===== config.mk =====
export PLATFORM = sky130hd
export DESIGN_NAME = fwd_hazard_unit_flat
export DESIGN_NICKNAME = d
export VERILOG_FILES = /design/src/rtl/hazard_pkg.sv /design/src/rtl/fwd_hazard_unit_if.sv /design/src/rtl/fwd_match.sv /design/src/rtl/fwd_hazard_unit.sv /design/src/flat_wrapper.sv
export SDC_FILE = /design/constraint.sdc
export NUM_CORES = 1
export LEC_CHECK = 0
export CAP_MARGIN = 20
export CELL_PAD_IN_SITES_DETAIL_PLACEMENT = 1
export CELL_PAD_IN_SITES_GLOBAL_PLACEMENT = 2
export CORE_MARGIN = 2
export CORE_UTILIZATION = 27
export CTS_BUF_LIST = sky130_fd_sc_hd__clkbuf_4 sky130_fd_sc_hd__clkbuf_8
export DETAILED_ROUTE_END_ITERATION = 12
export PLACE_DENSITY_LB_ADDON = 0.2
export REMOVE_ABC_BUFFERS = 1
export SLEW_MARGIN = 20
export SYNTH_ARGS = -nofsm -noshare
export SYNTH_HDL_FRONTEND = slang
export SYNTH_SLANG_ARGS = --single-unit

===== constraint.sdc =====
create_clock -name clk -period 4.64 [get_ports clk]
set_input_delay 0.696 -clock clk [delete_from_list [all_inputs] [get_ports clk]]
set_output_delay 0.696 -clock clk [all_outputs]
set_load 0.02 [all_outputs]

===== src/rtl/hazard_pkg.sv =====
// Shared constants and types for the forwarding / hazard unit and its helpers.
package hazard_pkg;

    localparam int AW_DEF       = 5;
    localparam int LINK_REG_DEF = 31;

    // Forward-select encoding: 0 reads the register file, k+1 takes producer k.
    localparam int FWD_RF = 0;

    function automatic int fwd_p(input int k);
        return k + 1;
    endfunction

    typedef struct packed {
        logic              wen;
        logic [AW_DEF-1:0] rd;
        logic              link;
        logic              load;
    } prod_t;

endpackage


===== src/rtl/fwd_hazard_unit_if.sv =====
// Bus between the ID/EX pipeline control (master) and the hazard unit (slave).
interface fwd_hazard_unit_if #(
    parameter int NUM_SRC = 2,
    parameter int NUM_FWD = 2,
    parameter int AW      = 5,
    parameter int CNT_W   = 16,
    parameter int SW      = $clog2(NUM_FWD + 1)
);
    logic [NUM_FWD-1:0]    prod_wen;
    logic [NUM_FWD*AW-1:0] prod_rd;
    logic [NUM_FWD-1:0]    prod_link;
    logic [NUM_FWD-1:0]    prod_load;
    logic                  ex_wen;
    logic [AW-1:0]         ex_rd;
    logic                  ex_load;
    logic [NUM_SRC*AW-1:0] ex_src_reg;
    logic [NUM_SRC*SW-1:0] ex_fwd_sel;
    logic [NUM_SRC*AW-1:0] id_src_reg;
    logic [NUM_SRC-1:0]    id_src_used;
    logic                  id_branch;
    logic [NUM_SRC*SW-1:0] id_fwd_sel;
    logic                  id_mdu_start;
    logic [AW-1:0]         id_mdu_rd;
    logic                  flush;
    logic                  stall;
    logic                  mdu_busy;
    logic                  mdu_done;
    logic [AW-1:0]         mdu_done_rd;
    logic [CNT_W-1:0]      stall_cnt;

    modport master (
        output prod_wen, prod_rd, prod_link, prod_load, ex_wen, ex_rd, ex_load,
               ex_src_reg, id_src_reg, id_src_used, id_branch, id_mdu_start,
               id_mdu_rd, flush,
        input  ex_fwd_sel, id_fwd_sel, stall, mdu_busy, mdu_done, mdu_done_rd,
               stall_cnt
    );

    modport slave (
        input  prod_wen, prod_rd, prod_link, prod_load, ex_wen, ex_rd, ex_load,
               ex_src_reg, id_src_reg, id_src_used, id_branch, id_mdu_start,
               id_mdu_rd, flush,
        output ex_fwd_sel, id_fwd_sel, stall, mdu_busy, mdu_done, mdu_done_rd,
               stall_cnt
    );

endinterface


===== src/rtl/fwd_match.sv =====
// Priority match of one source register against all producer stages;
// the youngest (lowest index) unskipped match wins.
module fwd_match
    import hazard_pkg::*;
#(
    parameter int NUM_FWD  = 2,
    parameter int AW       = AW_DEF,
    parameter int LINK_REG = LINK_REG_DEF,
    parameter int SW       = $clog2(NUM_FWD + 1)
) (
    input  logic [AW-1:0]         src,
    input  logic [NUM_FWD-1:0]    wen,
    input  logic [NUM_FWD*AW-1:0] rd,
    input  logic [NUM_FWD-1:0]    link,
    input  logic [NUM_FWD-1:0]    skip,
    output logic [SW-1:0]         sel
);

    localparam logic [AW-1:0] LINK = AW'(LINK_REG);

    logic [NUM_FWD-1:0] hit;

    for (genvar gi = 0; gi < NUM_FWD; gi++) begin : g_hit
        assign hit[gi] = !skip[gi] && wen[gi] &&
                         ((rd[gi*AW +: AW] == src && src != '0) ||
                          (link[gi] && src == LINK));
    end

    always_comb begin
        sel = SW'(FWD_RF);
        for (int k = NUM_FWD - 1; k >= 0; k--) begin
            if (hit[k]) sel = SW'(fwd_p(k));
        end
    end

endmodule


===== src/rtl/fwd_hazard_unit.sv =====
// Operand-forward selects for EX and ID branch compares, load/branch/MDU stall
// detection, a single-entry MDU scoreboard and a saturating stall counter.
module fwd_hazard_unit
    import hazard_pkg::*;
#(
    parameter int NUM_SRC  = 2,
    parameter int NUM_FWD  = 2,
    parameter int AW       = AW_DEF,
    parameter int LINK_REG = LINK_REG_DEF,
    parameter int MDU_LAT  = 4,
    parameter int CNT_W    = 16,
    parameter int SW       = $clog2(NUM_FWD + 1)
) (
    input  logic           clk,
    input  logic           rst_n,
    fwd_hazard_unit_if.slave bus
);

    localparam int CW = (MDU_LAT > 1) ? $clog2(MDU_LAT) : 1;
    localparam logic [AW-1:0] LINK = AW'(LINK_REG);

    logic             busy_q, busy_d;
    logic [AW-1:0]    busy_rd_q, busy_rd_d;
    logic [CW-1:0]    cnt_q, cnt_d;
    logic [CNT_W-1:0] stall_cnt_q, stall_cnt_d;

    logic [NUM_SRC-1:0]         src_haz;
    logic                       stall;
    logic [NUM_FWD-1:0]         ex_skip, id_skip;
    logic [NUM_SRC-1:0][SW-1:0] ex_sel_all, id_sel_all;

    assign ex_skip = '0;
    // A load in EX/MEM cannot feed an ID compare yet, so it stalls instead.
    assign id_skip = NUM_FWD'(bus.prod_load[0]);

    for (genvar gi = 0; gi < NUM_SRC; gi++) begin : g_src
        logic [AW-1:0] ex_src, id_src;
        logic [SW-1:0] id_sel;
        logic          p0_hit;

        assign ex_src = bus.ex_src_reg[gi*AW +: AW];
        assign id_src = bus.id_src_reg[gi*AW +: AW];

        fwd_match #(.NUM_FWD(NUM_FWD), .AW(AW), .LINK_REG(LINK_REG), .SW(SW)) u_ex (
            .src(ex_src), .wen(bus.prod_wen), .rd(bus.prod_rd),
            .link(bus.prod_link), .skip(ex_skip), .sel(ex_sel_all[gi])
        );

        fwd_match #(.NUM_FWD(NUM_FWD), .AW(AW), .LINK_REG(LINK_REG), .SW(SW)) u_id (
            .src(id_src), .wen(bus.prod_wen), .rd(bus.prod_rd),
            .link(bus.prod_link), .skip(id_skip), .sel(id_sel)
        );

        assign id_sel_all[gi] = bus.id_branch ? id_sel : SW'(FWD_RF);

        assign p0_hit = bus.prod_wen[0] &&
                        ((bus.prod_rd[AW-1:0] == id_src && id_src != '0) ||
                         (bus.prod_link[0] && id_src == LINK));

        assign src_haz[gi] = bus.id_src_used[gi] && (
            (bus.ex_load && bus.ex_wen && bus.ex_rd != '0 && bus.ex_rd == id_src) ||
            (bus.id_branch && bus.ex_wen && bus.ex_rd != '0 && bus.ex_rd == id_src) ||
            (bus.id_branch && bus.prod_load[0] && p0_hit) ||
            (busy_q && busy_rd_q != '0 && busy_rd_q == id_src));
    end

    assign stall = !bus.flush && ((|src_haz) || (bus.id_mdu_start && busy_q));

    always_comb begin
        busy_d    = busy_q;
        busy_rd_d = busy_rd_q;
        cnt_d     = cnt_q;
        if (busy_q) begin
            if (cnt_q != '0) cnt_d  = cnt_q - 1'b1;
            else             busy_d = 1'b0;
        end
        // A busy MDU always stalls a new issue, so this never overlaps completion.
        if (bus.id_mdu_start && !stall && !bus.flush) begin
            busy_d    = 1'b1;
            busy_rd_d = bus.id_mdu_rd;
            cnt_d     = CW'(MDU_LAT - 1);
        end
        stall_cnt_d = (stall && stall_cnt_q != '1) ? stall_cnt_q + 1'b1 : stall_cnt_q;
    end

    always_ff @(posedge clk or negedge rst_n) begin
        if (!rst_n) begin
            busy_q      <= 1'b0;
            busy_rd_q   <= '0;
            cnt_q       <= '0;
            stall_cnt_q <= '0;
        end else begin
            busy_q      <= busy_d;
            busy_rd_q   <= busy_rd_d;
            cnt_q       <= cnt_d;
            stall_cnt_q <= stall_cnt_d;
        end
    end

    assign bus.ex_fwd_sel  = ex_sel_all;
    assign bus.id_fwd_sel  = id_sel_all;
    assign bus.stall       = stall;
    assign bus.mdu_busy    = busy_q;
    assign bus.mdu_done    = busy_q && (cnt_q == '0);
    assign bus.mdu_done_rd = busy_rd_q;
    assign bus.stall_cnt   = stall_cnt_q;

endmodule


===== src/flat_wrapper.sv =====
// flat-port wrapper written by rule: the top's interface ports become plain ports
module fwd_hazard_unit_flat import hazard_pkg::*;
#(
    parameter int NUM_SRC  = 2,
    parameter int NUM_FWD  = 2,
    parameter int AW       = AW_DEF,
    parameter int LINK_REG = LINK_REG_DEF,
    parameter int MDU_LAT  = 4,
    parameter int CNT_W    = 16,
    parameter int SW       = $clog2(NUM_FWD + 1)
)
  (clk, rst_n, bus_prod_wen, bus_prod_rd, bus_prod_link, bus_prod_load, bus_ex_wen, bus_ex_rd, bus_ex_load, bus_ex_src_reg, bus_id_src_reg, bus_id_src_used, bus_id_branch, bus_id_mdu_start, bus_id_mdu_rd, bus_flush, bus_ex_fwd_sel, bus_id_fwd_sel, bus_stall, bus_mdu_busy, bus_mdu_done, bus_mdu_done_rd, bus_stall_cnt);
  fwd_hazard_unit_if #(.NUM_SRC(NUM_SRC), .NUM_FWD(NUM_FWD), .AW(AW), .CNT_W(CNT_W), .SW(SW)) bus_i ();
  input  logic clk;
  input  logic rst_n;
  input wire logic [$bits(bus_i.prod_wen)-1:0] bus_prod_wen;
  input wire logic [$bits(bus_i.prod_rd)-1:0] bus_prod_rd;
  input wire logic [$bits(bus_i.prod_link)-1:0] bus_prod_link;
  input wire logic [$bits(bus_i.prod_load)-1:0] bus_prod_load;
  input wire logic [$bits(bus_i.ex_wen)-1:0] bus_ex_wen;
  input wire logic [$bits(bus_i.ex_rd)-1:0] bus_ex_rd;
  input wire logic [$bits(bus_i.ex_load)-1:0] bus_ex_load;
  input wire logic [$bits(bus_i.ex_src_reg)-1:0] bus_ex_src_reg;
  input wire logic [$bits(bus_i.id_src_reg)-1:0] bus_id_src_reg;
  input wire logic [$bits(bus_i.id_src_used)-1:0] bus_id_src_used;
  input wire logic [$bits(bus_i.id_branch)-1:0] bus_id_branch;
  input wire logic [$bits(bus_i.id_mdu_start)-1:0] bus_id_mdu_start;
  input wire logic [$bits(bus_i.id_mdu_rd)-1:0] bus_id_mdu_rd;
  input wire logic [$bits(bus_i.flush)-1:0] bus_flush;
  output wire logic [$bits(bus_i.ex_fwd_sel)-1:0] bus_ex_fwd_sel;
  output wire logic [$bits(bus_i.id_fwd_sel)-1:0] bus_id_fwd_sel;
  output wire logic [$bits(bus_i.stall)-1:0] bus_stall;
  output wire logic [$bits(bus_i.mdu_busy)-1:0] bus_mdu_busy;
  output wire logic [$bits(bus_i.mdu_done)-1:0] bus_mdu_done;
  output wire logic [$bits(bus_i.mdu_done_rd)-1:0] bus_mdu_done_rd;
  output wire logic [$bits(bus_i.stall_cnt)-1:0] bus_stall_cnt;
  assign bus_i.prod_wen = bus_prod_wen;
  assign bus_i.prod_rd = bus_prod_rd;
  assign bus_i.prod_link = bus_prod_link;
  assign bus_i.prod_load = bus_prod_load;
  assign bus_i.ex_wen = bus_ex_wen;
  assign bus_i.ex_rd = bus_ex_rd;
  assign bus_i.ex_load = bus_ex_load;
  assign bus_i.ex_src_reg = bus_ex_src_reg;
  assign bus_i.id_src_reg = bus_id_src_reg;
  assign bus_i.id_src_used = bus_id_src_used;
  assign bus_i.id_branch = bus_id_branch;
  assign bus_i.id_mdu_start = bus_id_mdu_start;
  assign bus_i.id_mdu_rd = bus_id_mdu_rd;
  assign bus_i.flush = bus_flush;
  assign bus_ex_fwd_sel = bus_i.ex_fwd_sel;
  assign bus_id_fwd_sel = bus_i.id_fwd_sel;
  assign bus_stall = bus_i.stall;
  assign bus_mdu_busy = bus_i.mdu_busy;
  assign bus_mdu_done = bus_i.mdu_done;
  assign bus_mdu_done_rd = bus_i.mdu_done_rd;
  assign bus_stall_cnt = bus_i.stall_cnt;
  fwd_hazard_unit #(.NUM_SRC(NUM_SRC), .NUM_FWD(NUM_FWD), .AW(AW), .LINK_REG(LINK_REG), .MDU_LAT(MDU_LAT), .CNT_W(CNT_W), .SW(SW)) u_core (.clk(clk), .rst_n(rst_n), .bus(bus_i));
endmodule

==> parameters.txt, run 1 <==
Parameter                              Value

Clock tree
  Worst-Skew Late Latency    0.27 ns
  Number of buffers created by CTS    3
  Maximum clock insertion buffer count    2
  Root buffer cell    clkbuf_8
  Number of sinks on the clock net    24
  CTS tree    yes
  Number of buffers inserted by hold repair at cts    0
  Buffers inserted during post-CTS setup optimization    0
  Clk pin slew, worst setup/hold paths    0.09 ns
  H-tree depth reported by CTS    1
  Number of gates resized after CTS    0

Status
  Result of the run    complete, no violations

STA
  Maximum frequency from static timing analysis    242 MHz
  Normalized max-slew margin    0.631
  Endpoints failing hold    0
  Final-layout worst hold slack    0.404 ns
  Setup TNS    0 ns
  Transition time at the pin with the least slew margin    0.553 ns
  Final worst clock skew    0.00898 ns
  Number of pins exceeding their max-slew limit in the final report    0
  Final setup viols    0
  Post-layout minimum cycle time    4.14 ns
  RSZ-0062 raised after global routing    false
  Final clock period utilization by the worst path    0.892

Synthesis
  Synth Area in Simple Gates    0.232
  Leading area contributor after synthesis    dfrtp_1
  Synth top area share    0.280
  Area fraction in compound gates after synthesis    0.104
  Synth Area in XOR/XNOR    0.310
  Main combinational cell family by area after synthesis    XOR/XNOR gates
  Total standard cell area after synthesis    2150 µm²
  Number of distinct standard cells referenced by the synthesized netlist    38
  Total of flip-flops plus latches after synthesis    24
  Cell count after synthesis    244
  Mux share of post-synthesis cell area    0.0315
  Share of synthesized cell area in full adder, half adder and majority cells    0.0116
  Mean instance size in the synthesized netlist    8.80 µm²
  Synth area leaders    dfrtp_1 (28%), xor2_1 (16%), xnor2_1 (15%)
  Count of synthesis-stage warnings from yosys    0
  Sequential cell area fraction in the yosys report    0.280

Power and ir drop
  Total power divided by cell area    310 nW/µm²
  Post-route total power    0.974 mW
  Peak supply drop    0.000255 V
  Leakage power    1.21 nW

Routing
  DRC viols    0
  Routed wire length per instance    16.9 µm
  DR pass1 iterations    4
  Final WL    7.19 mm
  Number of nets with antenna violations after routing    0
  Via-per-instance ratio    4.94
  Drt first-iter violations    25
  Total number of vias    2104

Floorplanning
  IO Count    87
  Vertical die dimension    93.2 µm
  Die area    8690 µm²
  Starting density of the core    0.278
  Placeable core region    7730 µm²
  Row count    32
  Chip width    93.2 µm

Placed design
  Quantity of I/O buffers inserted on ports    85
  Detail Placement HPWL    5.74 mm
  Placer's final routability congestion estimate    0.781
  Placement-stage cell area    3090 µm²

Worst setup path
  Endpoint arrival time on the critical path    3.44 ns
  Highest fanout seen on the critical path    4
  Type of destination of the critical path    output pin
  Reg-to-reg startpoint    u_core.bus.mdu_done_rd[0]$_DFFE_PN0P_
  FF-to-FF End    u_core.bus.stall_cnt[1]$_DFFE_PN0P_
  Class of the most critical setup path    input pin to output pin
  Standard cell with the maximum stage delay on the critical path    or4_1
  Critical path cell sequence    clkdlybuf4s50_1, or4_1, o221ai_2, nor3_1, or4_4, a2bb2oi_2, a21oi_1, clkdlybuf4s50_1
  Category of cells accounting for the largest share of critical-path delay    simple AND/OR/NAND/NOR gates
  Depth of the worst register-to-register path    7
  Required time of the critical path    3.94 ns
  WP buf/inv    2
  Dominant cell type by count on the critical path    clkdlybuf4s50_1
  Reg2Reg Setup Slack    2.02 ns
  Setup crit start kind    input pin
  CP max stage delay    0.57 ns

GRT
  Largest net degree at the start of global routing    25
  Vias in the first global route    2267
  Aggregate global routing overflow    0
  Antenna violations before repair    0
  Global Route Usage Sum    0.173
  Global-route wire length before repair    12.0 mm

Layout
  Antenna Cells    0
  Area of the multi-input gates    1480 µm²
  Area added between synthesis and finish    46.3%
  Final std cell area, no fill    3140 µm²
  Share of final-layout standard cells stronger than drive strength 1    0.0586
  Net count reported at finish    382
  Fillers    909
  Storage cell area    601 µm²

Hold path
  Kind of path behind the tightest hold check    input pin to async pin

Job
  # Max-Cap Violations    0
==> worst reg2reg max path, stage by stage (launching register included) <==
cell and delay (ns):
dfrtp_1 0.45, or4_1 0.54, nor2_1 0.18, nor4_1 0.09
or4_4 0.43, and3_4 0.24, nor2_1 0.22, mux2_2 0.36
==> sequential cells by signal, indices dropped and copies added, names as in the netlist <==
register,cells
u_core.cnt_q,2
u_core.bus.stall_cnt,16
u_core.bus.mdu_done_rd,5
u_core.bus.mdu_busy,1
==> cells by family (layout without fill, tap and decap cells) <==
logic type                 Yosys count  in the layout
adders and majority gates            2              2
and+or+nand+nor                     93             93
xor gates and xnor gates            76             76
DFF                                 24             24
AOI/OAI and AO/OA                   28             28
muxes                                6              6
buffers and inverters               15             95
==> through the flow <==
stage                util  setup WS, ns  instances
finish              0.407         0.499        426
global route        0.407         0.347        426
CTS                 0.407         0.466        426
detailed placement  0.400         0.475        422
global placement    0.400         0.485        422
floorplan               -          1.59        232
==> cells in the final DEF, fill, tap and decap left out, types with 6 or more instances in the layout <==
| master | count |
|---|---|
| and3_1 | 12 |
| nand2_1 | 17 |
| nand3_1 | 7 |
| xnor2_1 | 37 |
| mux2_2 | 6 |
| o2111ai_1 | 6 |
| nor2_1 | 15 |
| nand4_1 | 10 |
| dfrtp_1 | 24 |
| xor2_1 | 39 |
| clkdlybuf4s50_1 | 84 |
| nor3_1 | 12 |
==> layout make-up <==
cell class / count / share of cell area
clock buffers: 4 / 0.0175
inverters: 3 / 0.00358
multi-input cells: 205 / 0.471
flip-flops and latches: 24 / 0.191
well taps: 102 / 0.0406
repair buffers: 88 / 0.276
==> report_power, final <==
group	internal (mW)	total (mW)	switching, mW
clock	0.0757	0.141	0.0657
sequential	0.267	0.345	0.0790
combinational	0.255	0.487	0.232
==> worst max path at each step <==
stage	cells after the start	to	start	slack [ns]
floorplan	6	bus_stall	bus_ex_rd[1]	1.59
global placement	8	bus_stall	bus_ex_rd[1]	0.49
detailed placement	8	bus_stall	bus_ex_rd[1]	0.48
CTS	8	bus_stall	bus_ex_rd[1]	0.47
global route	8	bus_stall	bus_ex_rd[1]	0.35
finish	8	bus_stall	bus_ex_rd[1]	0.50
==> routing by layer <==
metal,global-route usage,wire length [µm]
met1,0.237,3400
met2,0.295,3360
met3,0.0250,382
met4,0.0294,40
met5,0,0
==> cell usage after synthesis <==
| library cell | instances |
|---|---|
| xor2_1 | 39 |
| a21oi_1 | 2 |
| xnor2_1 | 37 |
| clkbuf_1 | 7 |
| o221ai_2 | 1 |
| nor2_1 | 15 |
| a32o_1 | 1 |
| nor4_1 | 3 |
| and3_4 | 1 |
| a221oi_1 | 2 |
| nor3_1 | 12 |
| buf_6 | 1 |
| and3_1 | 12 |
| nand2_2 | 1 |
| o2111ai_1 | 6 |
| a2111oi_0 | 1 |
| o211ai_1 | 2 |
| nor3b_1 | 3 |
| and2_1 | 3 |
| nand4_1 | 10 |
| inv_1 | 3 |
| nand3_1 | 7 |
| a2bb2oi_2 | 1 |
| a32oi_1 | 4 |
| and4b_1 | 1 |
| mux2_2 | 6 |
| nand2_1 | 17 |
| buf_2 | 3 |
| ha_1 | 2 |
| dfrtp_1 | 24 |
| nor2b_1 | 4 |
| buf_1 | 1 |
| a211oi_1 | 2 |
| o21ai_1 | 4 |
| or4_1 | 2 |
| o21ai_0 | 2 |
| nand2b_1 | 1 |
| or4_4 | 1 |
(Power assumes the default switching activity.)
==> run 2, diff against run 1 <==
--- a/config.mk
+++ b/config.mk
@@ -12,7 +12,7 @@
 export CORE_UTILIZATION = 27
 export CTS_BUF_LIST = sky130_fd_sc_hd__clkbuf_4 sky130_fd_sc_hd__clkbuf_8
 export DETAILED_ROUTE_END_ITERATION = 12
-export PLACE_DENSITY_LB_ADDON = 0.2
+export PLACE_DENSITY = 0.85
 export REMOVE_ABC_BUFFERS = 1
 export SLEW_MARGIN = 20
 export SYNTH_ARGS = -nofsm -noshare
==> run 2 against run 1 <==
Net effect:
- total power increased by 0.87%
- largest cell class unchanged
- clock-buffer cell count is the same
- final cell count shrank 0.23%
- first-iteration DRC count grew to 2.9 times the previous value
- non-clock buffer count fell by 1
- sequential power is 1% higher
- register-to-register slack worse by 0.02 ns
- fmax grew 0.21%
==> parameters.txt, run 2 (synthesized netlist as in run 1, its figures left out) <==
Parameter                              Value

Worst setup path
  Dominant cell type by count on the critical path    clkdlybuf4s50_1
  Highest fanout seen on the critical path    4
  Endpoint arrival time on the critical path    3.44 ns
  WP buf/inv    2
  CP max stage delay    0.57 ns
  Reg2Reg Setup Slack    2.00 ns
  Category of cells accounting for the largest share of critical-path delay    simple AND/OR/NAND/NOR gates
  Standard cell with the maximum stage delay on the critical path    or4_1
  Type of destination of the critical path    output pin
  Class of the most critical setup path    input pin to output pin
  Critical path cell sequence    clkdlybuf4s50_1, or4_1, o221ai_2, nor3_1, or4_4, a2bb2oi_2, a21oi_1, clkdlybuf4s50_1
  Setup crit start kind    input pin
  Required time of the critical path    3.94 ns

STA
  Setup TNS    0 ns
  Maximum frequency from static timing analysis    242 MHz
  Final worst clock skew    0.00658 ns
  Final-layout worst hold slack    0.395 ns
  Final setup viols    0
  RSZ-0062 raised after global routing    false
  Endpoints failing hold    0
  Min setup slack post-route    0.508 ns
  Transition time at the pin with the least slew margin    0.668 ns
  Final clock period utilization by the worst path    0.890
  Number of pins exceeding their max-slew limit in the final report    0
  Post-layout minimum cycle time    4.13 ns
  Normalized max-slew margin    0.543

GRT
  Global Route Usage Sum    0.174
  Largest net degree at the start of global routing    25
  Global-route wire length before repair    11.9 mm
  Antenna violations before repair    0
  Aggregate global routing overflow    0
  Vias in the first global route    2250

Placed design
  Worst setup slack before clock tree synthesis    0.502 ns
  Placement-stage cell area    3090 µm²
  Quantity of I/O buffers inserted on ports    85
  Placer's final routability congestion estimate    0.777
  Detail Placement HPWL    5.97 mm

Job
  # Max-Cap Violations    0

Power and ir drop
  Total power divided by cell area    313 nW/µm²
  Peak supply drop    0.000254 V
  Leakage power    1.20 nW

Layout
  Final std cell area, no fill    3140 µm²
  Area added between synthesis and finish    46.0%
  Number of flip-flops under the largest register name    16
  Most common library cell in the layout ignoring fill and taps    clkdlybuf4s50_1
  Net count reported at finish    381
  Antenna Cells    0
  Most frequent cells in the layout    clkdlybuf4s50_1 (84), xor2_1 (39), xnor2_1 (37)
  Share of final-layout standard cells stronger than drive strength 1    0.0557

Clock tree
  Number of sinks on the clock net    24
  Root buffer cell    clkbuf_8
  H-tree depth reported by CTS    1
  Worst-Skew Late Latency    0.28 ns
  CTS tree    yes
  Number of buffers inserted by hold repair at cts    0
  Number of buffers created by CTS    3
  Maximum clock insertion buffer count    2
  Number of gates resized after CTS    0
  Buffers inserted during post-CTS setup optimization    0
  Clk pin slew, worst setup/hold paths    0.09 ns

Floorplanning
  IO Count    87
  Starting density of the core    0.278
  Row count    32
  Chip width    93.2 µm
  Placeable core region    7730 µm²
  Die area    8690 µm²
  Vertical die dimension    93.2 µm

Routing
  DRC viols    0
  Final WL    7.30 mm
  Routed wire length per instance    17.2 µm
  Via-per-instance ratio    4.99
  Drt first-iter violations    72
  DR pass1 iterations    4
  Total number of vias    2120
  Number of nets with antenna violations after routing    0

Status
  Result of the run    complete, no violations

Hold path
  Kind of path behind the tightest hold check    input pin to async pin
-- run 2: cell count changes in the layout (fill, tap and decap cells not counted), sizes merged --
cell and change:
buf -1
-- run 2: worst register-to-register path, delay by kind of cell (launching register included) --
family	cells	cell delay (ns)
simple gates	4	0.96
compound gates	2	0.54
flops	1	0.47
mux	1	0.35
buf+inv	1	0.21
-- run 2: worst paths after layout --
check	start	end	cells after the start
max reg2reg	u_core.bus.mdu_done_rd[0]$_DFFE_PN0P_	u_core.bus.stall_cnt[1]$_DFFE_PN0P_	8
max in group asynchronous	rst_n	u_core.cnt_q[0]$_DFFE_PN0P_	1
min reg2reg	u_core.bus.stall_cnt[2]$_DFFE_PN0P_	u_core.bus.stall_cnt[2]$_DFFE_PN0P_	1
min in group clk	u_core.bus.stall_cnt[2]$_DFFE_PN0P_	u_core.bus.stall_cnt[2]$_DFFE_PN0P_	1
max	bus_ex_rd[1]	bus_stall	8
min	rst_n	u_core.bus.stall_cnt[12]$_DFFE_PN0P_	1
-- run 2: area by class of cell --
cell class | count | area, µm²
clock buffers | 4 | 55.1
inverters | 3 | 11.3
multi-input cells | 205 | 1480
well taps | 102 | 128
flip-flops and latches | 24 | 601
repair buffers | 87 | 861
fillers | 895 | 4590
-- run 2: metrics by stage --
step,util,cells,total power [mW]
2_1_floorplan,-,232,0.594
3_3_place_gp,0.399,421,0.827
3_5_place_dp,0.399,421,0.844
4_1_cts,0.406,425,0.996
5_1_grt,0.406,425,1.06
6_report,0.406,425,0.982
-- run 2: power breakdown --
group | total, mW | internal, mW | switching [mW]
Clock | 0.146 | 0.0760 | 0.0703
Combinational | 0.486 | 0.254 | 0.232
Sequential | 0.350 | 0.266 | 0.0839
-- run 2: routing by layer --
metal,track usage,share of wire,vias up
met3,0.0169,0.036,7
met2,0.292,0.48,53
li1,-,-,1025
met1,0.240,0.47,1035
met4,0.0453,0.012,0
met5,0,0,-
